$ cat src/rtl/player_count_if.sv
// Button-stage to display-stage bundle for the player counter: raw button levels in,
// count/BCD digits/strobes/limit flags out.
interface player_count_if #(
    parameter int unsigned CNT_W = 7
);
    logic             up;
    logic             down;
    logic [CNT_W-1:0] count;
    logic [3:0]       tens;
    logic [3:0]       ones;
    logic             inc_pulse;
    logic             dec_pulse;
    logic             at_min;
    logic             at_max;

    modport master (
        output up, down,
        input  count, tens, ones, inc_pulse, dec_pulse, at_min, at_max
    );

    modport slave (
        input  up, down,
        output count, tens, ones, inc_pulse, dec_pulse, at_min, at_max
    );
endinterface

$ cat src/rtl/player_count.sv
// Saturating player counter: synchronizes and debounces up/down buttons, turns each clean press
// into one step, and keeps binary plus incremental BCD copies of the count.
module player_count #(
    parameter int unsigned MAX_COUNT       = 99,
    parameter int unsigned DEBOUNCE_CYCLES = 500000,
    parameter int unsigned CNT_W           = 7
) (
    input logic           clk,
    input logic           reset,
    player_count_if.slave pc
);
    localparam int unsigned DB_W = $clog2(DEBOUNCE_CYCLES);
    localparam logic [DB_W-1:0]  DB_LAST = DB_W'(DEBOUNCE_CYCLES - 1);
    localparam logic [CNT_W-1:0] CNT_MAX = CNT_W'(MAX_COUNT);

    // Index 0 is the up button, index 1 the down button.
    logic [1:0]      sync1_q, sync1_d;
    logic [1:0]      sync2_q, sync2_d;
    logic [1:0]      db_q, db_d;
    logic [1:0]      db_prev_q, db_prev_d;
    logic [1:0]      pulse_q, pulse_d;
    logic [DB_W-1:0] stab_q [2];
    logic [DB_W-1:0] stab_d [2];

    logic [CNT_W-1:0] count_q, count_d;
    logic [3:0]       tens_q, tens_d;
    logic [3:0]       ones_q, ones_d;

    always_comb begin
        sync1_d   = {pc.down, pc.up};
        sync2_d   = sync1_q;
        db_d      = db_q;
        db_prev_d = db_q;
        pulse_d   = db_q & ~db_prev_q;
        for (int b = 0; b < 2; b++) begin
            stab_d[b] = '0;
            if (sync2_q[b] != db_q[b]) begin
                // Accept the new level on the last of DEBOUNCE_CYCLES consecutive mismatches.
                if (stab_q[b] == DB_LAST) begin
                    db_d[b] = sync2_q[b];
                end else begin
                    stab_d[b] = stab_q[b] + 1'b1;
                end
            end
        end
    end

    always_comb begin
        count_d = count_q;
        tens_d  = tens_q;
        ones_d  = ones_q;
        case (pulse_q)
            2'b01: begin
                if (count_q < CNT_MAX) begin
                    count_d = count_q + 1'b1;
                    if (ones_q == 4'd9) begin
                        ones_d = 4'd0;
                        tens_d = tens_q + 4'd1;
                    end else begin
                        ones_d = ones_q + 4'd1;
                    end
                end
            end
            2'b10: begin
                if (count_q != '0) begin
                    count_d = count_q - 1'b1;
                    if (ones_q == 4'd0) begin
                        ones_d = 4'd9;
                        tens_d = tens_q - 4'd1;
                    end else begin
                        ones_d = ones_q - 4'd1;
                    end
                end
            end
            default: ;  // no pulse, or both at once: hold
        endcase
    end

    always_ff @(posedge clk) begin
        if (reset) begin
            sync1_q   <= '0;
            sync2_q   <= '0;
            db_q      <= '0;
            db_prev_q <= '0;
            pulse_q   <= '0;
            stab_q[0] <= '0;
            stab_q[1] <= '0;
            count_q   <= '0;
            tens_q    <= '0;
            ones_q    <= '0;
        end else begin
            sync1_q   <= sync1_d;
            sync2_q   <= sync2_d;
            db_q      <= db_d;
            db_prev_q <= db_prev_d;
            pulse_q   <= pulse_d;
            stab_q[0] <= stab_d[0];
            stab_q[1] <= stab_d[1];
            count_q   <= count_d;
            tens_q    <= tens_d;
            ones_q    <= ones_d;
        end
    end

    assign pc.count     = count_q;
    assign pc.tens      = tens_q;
    assign pc.ones      = ones_q;
    assign pc.inc_pulse = pulse_q[0];
    assign pc.dec_pulse = pulse_q[1];
    assign pc.at_min    = (count_q == '0);
    assign pc.at_max    = (count_q == CNT_MAX);
endmodule

$ cat src/flat_wrapper.sv
// flat-port wrapper written by rule: the top's interface ports become plain ports
module player_count_flat 
#(
    parameter int unsigned MAX_COUNT       = 99,
    parameter int unsigned DEBOUNCE_CYCLES = 500000,
    parameter int unsigned CNT_W           = 7
)
  (clk, reset, pc_up, pc_down, pc_count, pc_tens, pc_ones, pc_inc_pulse, pc_dec_pulse, pc_at_min, pc_at_max);
  player_count_if #(.CNT_W(CNT_W)) pc_i ();
  input logic clk;
  input logic reset;
  input wire logic [$bits(pc_i.up)-1:0] pc_up;
  input wire logic [$bits(pc_i.down)-1:0] pc_down;
  output wire logic [$bits(pc_i.count)-1:0] pc_count;
  output wire logic [$bits(pc_i.tens)-1:0] pc_tens;
  output wire logic [$bits(pc_i.ones)-1:0] pc_ones;
  output wire logic [$bits(pc_i.inc_pulse)-1:0] pc_inc_pulse;
  output wire logic [$bits(pc_i.dec_pulse)-1:0] pc_dec_pulse;
  output wire logic [$bits(pc_i.at_min)-1:0] pc_at_min;
  output wire logic [$bits(pc_i.at_max)-1:0] pc_at_max;
  assign pc_i.up = pc_up;
  assign pc_i.down = pc_down;
  assign pc_count = pc_i.count;
  assign pc_tens = pc_i.tens;
  assign pc_ones = pc_i.ones;
  assign pc_inc_pulse = pc_i.inc_pulse;
  assign pc_dec_pulse = pc_i.dec_pulse;
  assign pc_at_min = pc_i.at_min;
  assign pc_at_max = pc_i.at_max;
  player_count #(.MAX_COUNT(MAX_COUNT), .DEBOUNCE_CYCLES(DEBOUNCE_CYCLES), .CNT_W(CNT_W)) u_core (.clk(clk), .reset(reset), .pc(pc_i));
endmodule
$ cat config.mk
export PLATFORM = sky130hd
export DESIGN_NAME = player_count_flat
export DESIGN_NICKNAME = d
export VERILOG_FILES = /design/src/rtl/player_count_if.sv /design/src/rtl/player_count.sv /design/src/flat_wrapper.sv
export SDC_FILE = /design/constraint.sdc
export NUM_CORES = 1
export LEC_CHECK = 0
export ABC_AREA = 1
export BUFFER_PORTS_ARGS = -buffer_cell sky130_fd_sc_hd__buf_2
export CORE_MARGIN = 2
export CORE_UTILIZATION = 25
export CTS_CLUSTER_DIAMETER = 150
export CTS_CLUSTER_SIZE = 14
export DETAILED_ROUTE_END_ITERATION = 8
export HOLD_SLACK_MARGIN = 0.12
export PLACE_DENSITY_LB_ADDON = 0.25
export SLEW_MARGIN = 20
export SYNTH_ARGS = -nofsm -noshare
export SYNTH_HDL_FRONTEND = slang
export SYNTH_SLANG_ARGS = --single-unit
$ cat constraint.sdc
create_clock -name clk -period 2.09 [get_ports clk]
set_input_delay 0.418 -clock clk [delete_from_list [all_inputs] [get_ports clk]]
set_output_delay 0.418 -clock clk [all_outputs]
set_load 0.02 [all_outputs]
==> results of run 1 <==
## registers in the layout, indices dropped and copies added (netlist names)
register,count
u_core.pc.tens,4
u_core.sync1_q,2
u_core.pc.ones,4
u_core.db_prev_q,2
u_core.sync2_q,2
u_core.db_prev_d,2
u_core.stab_q,38
u_core.pulse_q,2
u_core.pc.count,7
## worst max-delay path, delay by kind of cell (launching register included)
family          cells  cell delay (ns)
fa+ha+maj           2             0.45
flops               1             0.35
xor+xnor            2             0.33
buf+inv             2             0.29
simple gates        3             0.27
compound gates      1             0.04
## power groups by stage
stage	registers, mW	logic, mW	clock network, mW
after floorplan	1.23	0.0204	0
after global placement	1.23	0.0328	0
after detailed placement	1.24	0.0329	0
after CTS	1.21	0.0331	1.79
after global routing	1.21	0.0371	1.86
final	1.21	0.0323	1.74
## layout by cell type (no fill, tap or decap), drive strengths merged, types with 9 or more instances in the layout
cell	Yosys	final
nand4	9	9
nand2	131	131
nor2	76	76
buf	8	27
a21oi	27	27
nand3	34	34
o21ai	19	19
inv	70	70
dfxtp	63	63
nor3	23	23
xor2	15	15
clkbuf	1	11
## metrics by stage
| step | total power [mW] | cells | hold slack [ns] |
|---|---|---|---|
| finish | 2.98 | 719 | 0.302 |
| floorplan | 1.25 | 509 | 0.373 |
| CTS | 3.04 | 719 | 0.302 |
| detailed placement | 1.27 | 703 | 0.378 |
| global route | 3.10 | 719 | 0.316 |
| global placement | 1.27 | 703 | 0.385 |
## routing by layer
metal	track usage [%]	wire (um)
met5	0	0
met4	4.53	115
met3	3.79	366
met2	19.2	3580
met1	14.2	3790
## layout make-up
class,instances,area [sq um]
clock buffer,11,243
clock inverter,5,105
fill,1454,9260
inverter,70,265
multi-input combinational,367,1850
sequential,63,1260
tap,176,220
timing repair buffer,27,148
## cells by family (layout without fill, tap and decap cells)
family          Yosys count  in the layout  synth area share (%)
compound gates           49             49                  7.64
fa+ha+maj                 7              7                  2.53
buf+inv                  79            113                  9.99
xor+xnor                 22             22                  5.57
flops                    63             63                  36.5
simple gates            289            289                  37.8
## how the worst max path moves through the flow
| stage | endpoint | slack [ns] | cells past startpoint |
|---|---|---|---|
| 6_report | u_core.pc.tens[2] | 0.23 | 10 |
| 4_1_cts | u_core.pc.tens[2] | 0.22 | 10 |
| 3_5_place_dp | u_core.pc.tens[2] | 0.27 | 10 |
| 2_1_floorplan | u_core.pc.count[6] | 0.12 | 19 |
| 3_3_place_gp | u_core.pc.tens[2] | 0.33 | 10 |
| 5_1_grt | u_core.pc.count[6] | 0.002 | 15 |
==> results.py, run 1 <==
metrics = {
    "cells_and_area": {
        "fin_util_pct": 30.7,
        "syn_to_final_growth_pct": 18.4,
        "finalInstanceArea_sq_um": 4090,
        "drive_above_1_share_pct": 12.2,
        "nets": 549,
        "n_antenna_cell": 0,
    },
    "sta": {
        "finalHoldViolCount": 0,
        "worstMarginPinSlew_ns": 0.405,
        "setup_tns_ns": 0,
        "finalCritPeriodShare_pct": 89.2,
        "drv_slew": 0,
        "min_period_ns": 1.86,
        "rsz0062_at_grt": "false",
        "max_freq_ghz": 0.537,
        "layout_setup_ws_ns": 0.227,
        "finalClockSkew_ns": 0.00608,
        "final-setup-viol-count": 0,
        "slew_headroom_pct": 72.9,
    },
    "power": {
        "p_per_area_nw_per_um2": 729,
        "p_switching_mw": 0.570,
        "p_comb_share_pct": 1.1,
        "p_leak_nw": 1.65,
        "pwr-share-seq_pct": 40.5,
        "pwr-share-clk_pct": 58.4,
        "peakVddDrop_mv": 0.416,
        "sw_frac_of_total_pct": 19.1,
        "p_int_mw": 2.41,
    },
    "hold_path": {
        "min-delay-start": "pc_up",
        "holdCritPathClass": "in -> reg",
        "whs_endpoint": "u_core.sync1_q[0]",
        "hold_path_depth": 3,
    },
    "worst_setup_path": {
        "reg2reg_slack_ns": 0.23,
        "setup.worst_path.start_class": "flop",
        "critical-path-max-stage-delay_ns": 0.35,
        "reg2regPathDepth": 10,
        "setup.worst_path.class": "reg -> reg",
        "r2r_start": "u_core.pulse_q[0]",
        "cp_max_fo": 11,
        "reg2reg_to": "u_core.pc.tens[2]",
        "slowest_stage": "dfxtp_1",
        "cp-startpoint": "u_core.pulse_q[0]",
        "cp_cell_sequence": "inv_1 > ha_1 > buf_4 > xor2_1 > ha_1 > nor2_1 > xor2_1 > nand2_1 > nand2_1 > a21oi_1",
        "critPathArrivalTime_ns": 2.09,
        "required_ns": 2.31,
        "endpoint_kind": "flop",
    },
    "drt": {
        "first_pass_iters": 6,
        "drt-vias-per-instance": 4.46,
        "wire_per_inst_um": 10.9,
        "routed_wl_um": 7850,
        "vias": 3207,
        "drc_errors": 0,
        "ant_nets": 0,
        "first_iter_violations": 237,
    },
    "clocking": {
        "numClockSinks": 63,
        "cts_buffer_depth": 2,
        "cts_tree": "built",
        "post-cts-setup-buffers": 0,
        "cts_hold_buf": 0,
        "cts.repair.resized": 0,
        "clk_pin_slew_worst_paths_ns": 0.06,
        "clockRootBuffer": "clkbuf_16",
        "numCtsBuffers": 9,
        "htreeDepth": 3,
        "worst_skew_pair.late_latency_ns": 0.33,
    },
    "place": {
        "hpwl_um": 5730,
        "dp_worst_setup_slack_ns": 0.267,
        "dpl-instance-area_sq_um": 3740,
        "gp_congestion": 0.844,
        "portBuffers": 22,
    },
    "floorplan": {
        "dieWidth_um": 122,
        "initial_core_util_pct": 25.9,
        "core_region_area_sq_um": 13300,
        "io_pins": 23,
        "fp.dieArea_sq_um": 14800,
        "rows": 42,
        "die_h_um": 122,
    },
    "yosys": {
        "synth-edff-count": 0,
        "synthCells": 509,
        "synth-warning-count": 0,
        "synth_common_cells": "nand2_1, nor2_1, inv_1, dfxtp_1, nand3_1",
        "synthTopCellsByArea": "dfxtp_1, nand2_1, nor2_1",
        "yosys_most_used_dff": "dfxtp_1",
        "syn-cell-area_sq_um": 3460,
        "synthDistinctLibCells": 39,
        "ys_async_sr_fraction_pct": 0,
        "syn-num-nets": 520,
        "synth.avg_cell_area_sq_um": 6.79,
        "yosysSeqAreaShare_pct": 36.5,
        "yosysTopAreaCell": "dfxtp_1",
        "ys_seq_elements": 63,
        "yosysTopAreaCellShare_pct": 36.5,
        "yosysMostFrequentCell": "nand2_1",
    },
    "grt": {
        "grt_pass1_vias": 3054,
        "grt_use_total_pct": 11.7,
        "grt_pass1_wl_um": 13700,
        "grt_max_degree": 20,
        "antenna_found_initial": 0,
        "overflow": 0,
    },
    "flow_run": {
        "max_cap_violations": 0,
    },
    "run_status": {
        "status": "finished, final reports clean",
    },
}
(Power assumes the default switching activity.)
==> run 2: changes to the inputs <==
MAX_ROUTING_LAYER = met4   (was not set)
==> results.py, run 2 (same netlist as run 1, synthesis figures left out) <==
metrics = {
    "sta": {
        "worstMarginPinSlew_ns": 0.405,
        "drv_slew": 0,
        "slew_headroom_pct": 72.9,
        "rsz0062_at_grt": "false",
        "finalHoldViolCount": 0,
        "finalClockSkew_ns": 0.00611,
        "final-setup-viol-count": 0,
        "setup_tns_ns": 0,
        "finalCritPeriodShare_pct": 89.2,
        "min_period_ns": 1.86,
        "max_freq_ghz": 0.537,
    },
    "power": {
        "p_int_mw": 2.41,
        "pwr-share-seq_pct": 40.5,
        "pwr-share-clk_pct": 58.4,
        "peakVddDrop_mv": 0.416,
        "p_leak_nw": 1.65,
        "p_per_area_nw_per_um2": 729,
        "p_switching_mw": 0.571,
        "p_comb_share_pct": 1.1,
        "sw_frac_of_total_pct": 19.1,
    },
    "run_status": {
        "status": "finished, final reports clean",
    },
    "hold_path": {
        "holdCritPathClass": "in -> reg",
        "hold_path_depth": 3,
    },
    "clocking": {
        "numClockSinks": 63,
        "clockRootBuffer": "clkbuf_16",
        "cts_hold_buf": 0,
        "clk_pin_slew_worst_paths_ns": 0.06,
        "cts_tree": "built",
        "numCtsBuffers": 9,
        "post-cts-setup-buffers": 0,
        "htreeDepth": 3,
        "cts.repair.resized": 0,
        "worst_skew_pair.late_latency_ns": 0.33,
        "cts_buffer_depth": 2,
    },
    "grt": {
        "grt_max_degree": 20,
        "grt_pass1_wl_um": 13700,
        "antenna_found_initial": 0,
        "grt_use_total_pct": 12.0,
        "overflow": 0,
        "grt_pass1_vias": 3058,
    },
    "cells_and_area": {
        "regMostFlops": "u_core.stab_q",
        "ff_latch_area_sq_um": 1260,
        "fin_util_pct": 30.7,
        "n_antenna_cell": 0,
        "syn_to_final_growth_pct": 18.4,
        "multi_input_area_sq_um": 1850,
        "largest_reg_flops": 38,
        "finalInstanceArea_sq_um": 4090,
        "final_common_cell": "nand2_1",
        "fillers": 1454,
        "nets": 549,
        "drive_above_1_share_pct": 12.2,
        "mostFrequentLayoutCells": "nand2_1, nor2_1, inv_1",
    },
    "drt": {
        "vias": 3200,
        "wire_per_inst_um": 10.9,
        "routed_wl_um": 7840,
        "ant_nets": 0,
        "first_iter_violations": 250,
        "drc_errors": 0,
        "drt-vias-per-instance": 4.45,
        "first_pass_iters": 6,
    },
    "worst_setup_path": {
        "endpoint_kind": "flop",
        "setup.worst_path.start_class": "flop",
        "reg2reg_slack_ns": 0.23,
        "required_ns": 2.31,
        "critPathArrivalTime_ns": 2.09,
        "cp_max_fo": 11,
        "setup.worst_path.class": "reg -> reg",
        "reg2regPathDepth": 10,
    },
    "floorplan": {
        "dieWidth_um": 122,
        "core_region_area_sq_um": 13300,
        "io_pins": 23,
        "rows": 42,
        "initial_core_util_pct": 25.9,
        "fp.dieArea_sq_um": 14800,
        "die_h_um": 122,
    },
    "place": {
        "hpwl_um": 5730,
        "dpl-instance-area_sq_um": 3740,
        "portBuffers": 22,
        "gp_congestion": 0.857,
    },
    "flow_run": {
        "max_cap_violations": 0,
    },
}
## run 2: area by class of cell
type                       count  area share, %
clock inverter                 5           2.57
clock buffer                  11           5.93
sequential                    63           30.8
timing repair buffer          27           3.61
tap                          176           5.38
multi-input combinational    367           45.2
inverter                      70           6.48
## run 2: layer usage
| layer | share of wire [%] | routed length [um] | global-route usage, % |
|---|---|---|---|
| met1 | 48 | 3770 | 14.2 |
| met2 | 46 | 3580 | 19.2 |
| met3 | 4.7 | 371 | 3.79 |
| met4 | 1.5 | 117 | 4.53 |
| met5 | 0 | 0 | - |
## run 2: metrics by stage
stage	total power, mW	worst slack (ns)	std cells	hold slack (ns)
2_1_floorplan	1.25	0.124	509	0.373
4_1_cts	3.04	0.221	719	0.302
3_3_place_gp	1.27	0.330	703	0.385
5_1_grt	3.10	0.00197	719	0.316
3_5_place_dp	1.27	0.267	703	0.378
6_report	2.99	0.227	719	0.302
## run 2: path summary, 6_finish.rpt
check,start,end
worst max-delay path,u_core.pulse_q[0],u_core.pc.tens[2]
worst min-delay path,pc_up,u_core.sync1_q[0]
worst max register to register,u_core.pulse_q[0],u_core.pc.tens[2]
worst min register to register,u_core.db_prev_q[1],u_core.pulse_q[1]
## run 2: critical path, cell delays in order, from the launching register on
cell and delay [ns]:
dfxtp_1 0.35, inv_1 0.07, ha_1 0.27, buf_4 0.22, xor2_1 0.16, ha_1 0.18
nor2_1 0.13, xor2_1 0.17, nand2_1 0.07, nand2_1 0.07, a21oi_1 0.04
## run 2: power groups by stage
| stage | sequential, mW | clock [mW] | combinational, mW |
|---|---|---|---|
| after floorplan | 1.23 | 0 | 0.0204 |
| after global placement | 1.23 | 0 | 0.0328 |
| after detailed placement | 1.24 | 0 | 0.0329 |
| after CTS | 1.21 | 1.79 | 0.0331 |
| after global routing | 1.21 | 1.86 | 0.0371 |
| final | 1.21 | 1.74 | 0.0323 |
==> run 3: changes to the inputs <==
CORE_ASPECT_RATIO = 1.25   (was not set)
==> results.py, run 3 (same netlist as run 1, synthesis figures left out) <==
metrics = {
    "run_status": {
        "status": "finished, final reports clean",
    },
    "clocking": {
        "post-cts-setup-buffers": 0,
        "cts_buffer_depth": 2,
        "cts_tree": "built",
        "clk_pin_slew_worst_paths_ns": 0.05,
        "numClockSinks": 63,
        "clockRootBuffer": "clkbuf_16",
        "cts_hold_buf": 0,
        "cts.repair.resized": 0,
        "numCtsBuffers": 9,
        "worst_skew_pair.late_latency_ns": 0.33,
        "htreeDepth": 3,
    },
    "drt": {
        "drt-vias-per-instance": 4.40,
        "wire_per_inst_um": 10.7,
        "routed_wl_um": 7670,
        "vias": 3154,
        "first_iter_violations": 196,
        "first_pass_iters": 5,
        "ant_nets": 0,
        "drc_errors": 0,
    },
    "hold_path": {
        "holdCritPathClass": "in -> reg",
    },
    "grt": {
        "antenna_found_initial": 0,
        "grt_pass1_wl_um": 13000,
        "grt_max_degree": 20,
        "grt_pass1_vias": 2931,
        "overflow": 0,
        "grt_use_total_pct": 11.3,
    },
    "sta": {
        "max_freq_ghz": 0.561,
        "fin_hold_ws_ns": 0.319,
        "min_period_ns": 1.78,
        "worstMarginPinSlew_ns": 0.392,
        "finalCritPeriodShare_pct": 85.3,
        "drv_slew": 0,
        "finalHoldViolCount": 0,
        "final-setup-viol-count": 0,
        "finalClockSkew_ns": 0.00738,
        "slew_headroom_pct": 73.8,
        "setup_tns_ns": 0,
        "rsz0062_at_grt": "false",
    },
    "worst_setup_path": {
        "cp_cell_sequence": "inv_1 > ha_1 > inv_2 > nand2_1 > nand2_1 > inv_1 > ha_1 > inv_1 > nand2_1 > nand3_1 > nand2_1 > nand2_1 > nand2_1 > nand2_1 > nand3_1 > nand2_1 > inv_1",
        "reg2reg_to": "u_core.pc.count[6]",
        "required_ns": 2.32,
        "cpMostUsedCell": "nand2_1",
        "critPathArrivalTime_ns": 2.01,
        "slowest_stage": "dfxtp_1",
        "critPathBufInv": 5,
        "r2r_start": "u_core.pulse_q[0]",
        "cp_max_fo": 5,
        "setup.worst_path.start_class": "flop",
        "reg2reg_slack_ns": 0.31,
        "cp-startpoint": "u_core.pulse_q[0]",
        "endpoint_kind": "flop",
        "reg2regPathDepth": 17,
        "setup.worst_path.class": "reg -> reg",
        "cp_top_family": "simple AND/OR/NAND/NOR gates",
        "worst-path-stages": 17,
        "endpoint": "u_core.pc.count[6]",
        "critical-path-max-stage-delay_ns": 0.35,
    },
    "cells_and_area": {
        "fillers": 1490,
        "regMostFlops": "u_core.stab_q",
        "largest_reg_flops": 38,
        "n_antenna_cell": 0,
        "final_cells": 717,
        "finalInstanceArea_sq_um": 4030,
        "fin_util_pct": 29.4,
        "final_common_cell": "nand2_1",
        "mostFrequentLayoutCells": "nand2_1, nor2_1, inv_1",
        "nets": 549,
        "syn_to_final_growth_pct": 16.5,
        "drive_above_1_share_pct": 12.2,
    },
    "floorplan": {
        "rows": 48,
        "dieWidth_um": 109,
        "core_region_area_sq_um": 13700,
        "io_pins": 23,
        "initial_core_util_pct": 25.2,
        "fp.dieArea_sq_um": 14800,
        "die_h_um": 135,
    },
    "place": {
        "dpl-instance-area_sq_um": 3740,
        "portBuffers": 22,
        "gp_congestion": 0.843,
        "hpwl_um": 5770,
        "dp_cells": 702,
    },
    "power": {
        "peakVddDrop_mv": 0.451,
        "p_leak_nw": 1.62,
        "p_per_area_nw_per_um2": 658,
    },
    "flow_run": {
        "max_cap_violations": 0,
    },
}
==> run 3: changes by cell type in the layout (fill, tap and decap cells not counted) <==
cell,before,now
bufinv_16,3,0
clkbuf_8,1,3
clkinv_2,0,2
clkbuf_1,1,0
clkinvlp_4,2,1
==> run 3: routing by layer <==
| metal | routed length [um] | track usage (%) | share of wire, % |
|---|---|---|---|
| met5 | 0 | - | 0 |
| met4 | 174 | 5.41 | 2.3 |
| met3 | 276 | 2.50 | 3.6 |
| met2 | 3660 | 18.4 | 48 |
| met1 | 3560 | 13.2 | 46 |
==> run 3: worst min-delay path: stages <==
cell    delay [ns]
buf_2         0.08
inv_1         0.04
nor2_1        0.07
==> run 3: per-stage QoR <==
step	setup slack, ns	power [mW]
global placement	0.346	1.27
finish	0.306	2.65
floorplan	0.124	1.25
detailed placement	0.288	1.27
global route	0.115	2.76
CTS	0.285	2.70
==> run 3: where the power goes <==
group	switching [mW]	internal (mW)	leakage [nW]
registers	0.00273	1.21	0.508
logic	0.0224	0.0110	0.976
clock network	0.518	0.887	0.140
total	0.544	2.11	1.62
==> run 3: final cells by class <==
type                    instances  area (sq um)  area share, %
clock inverters                 3          17.5          0.435
multi-input cells             367          1850           45.9
inverters                      70           265           6.59
clock buffers                  12           267           6.62
well taps                     175           219           5.44
repair buffers                 27           148           3.67
flip-flops and latches         63          1260           31.3
==> run 3: worst min path at each step <==
stage	cells after the start	slack [ns]	start	endpoint
6_report	3	0.32	pc_up	u_core.sync1_q[0]
4_1_cts	3	0.31	pc_down	u_core.sync1_q[1]
3_5_place_dp	1	0.39	u_core.db_prev_q[1]	u_core.pulse_q[1]
5_1_grt	3	0.33	pc_up	u_core.sync1_q[0]
2_1_floorplan	1	0.37	u_core.db_prev_q[1]	u_core.pulse_q[1]
3_3_place_gp	1	0.38	u_core.db_prev_q[0]	u_core.pulse_q[0]
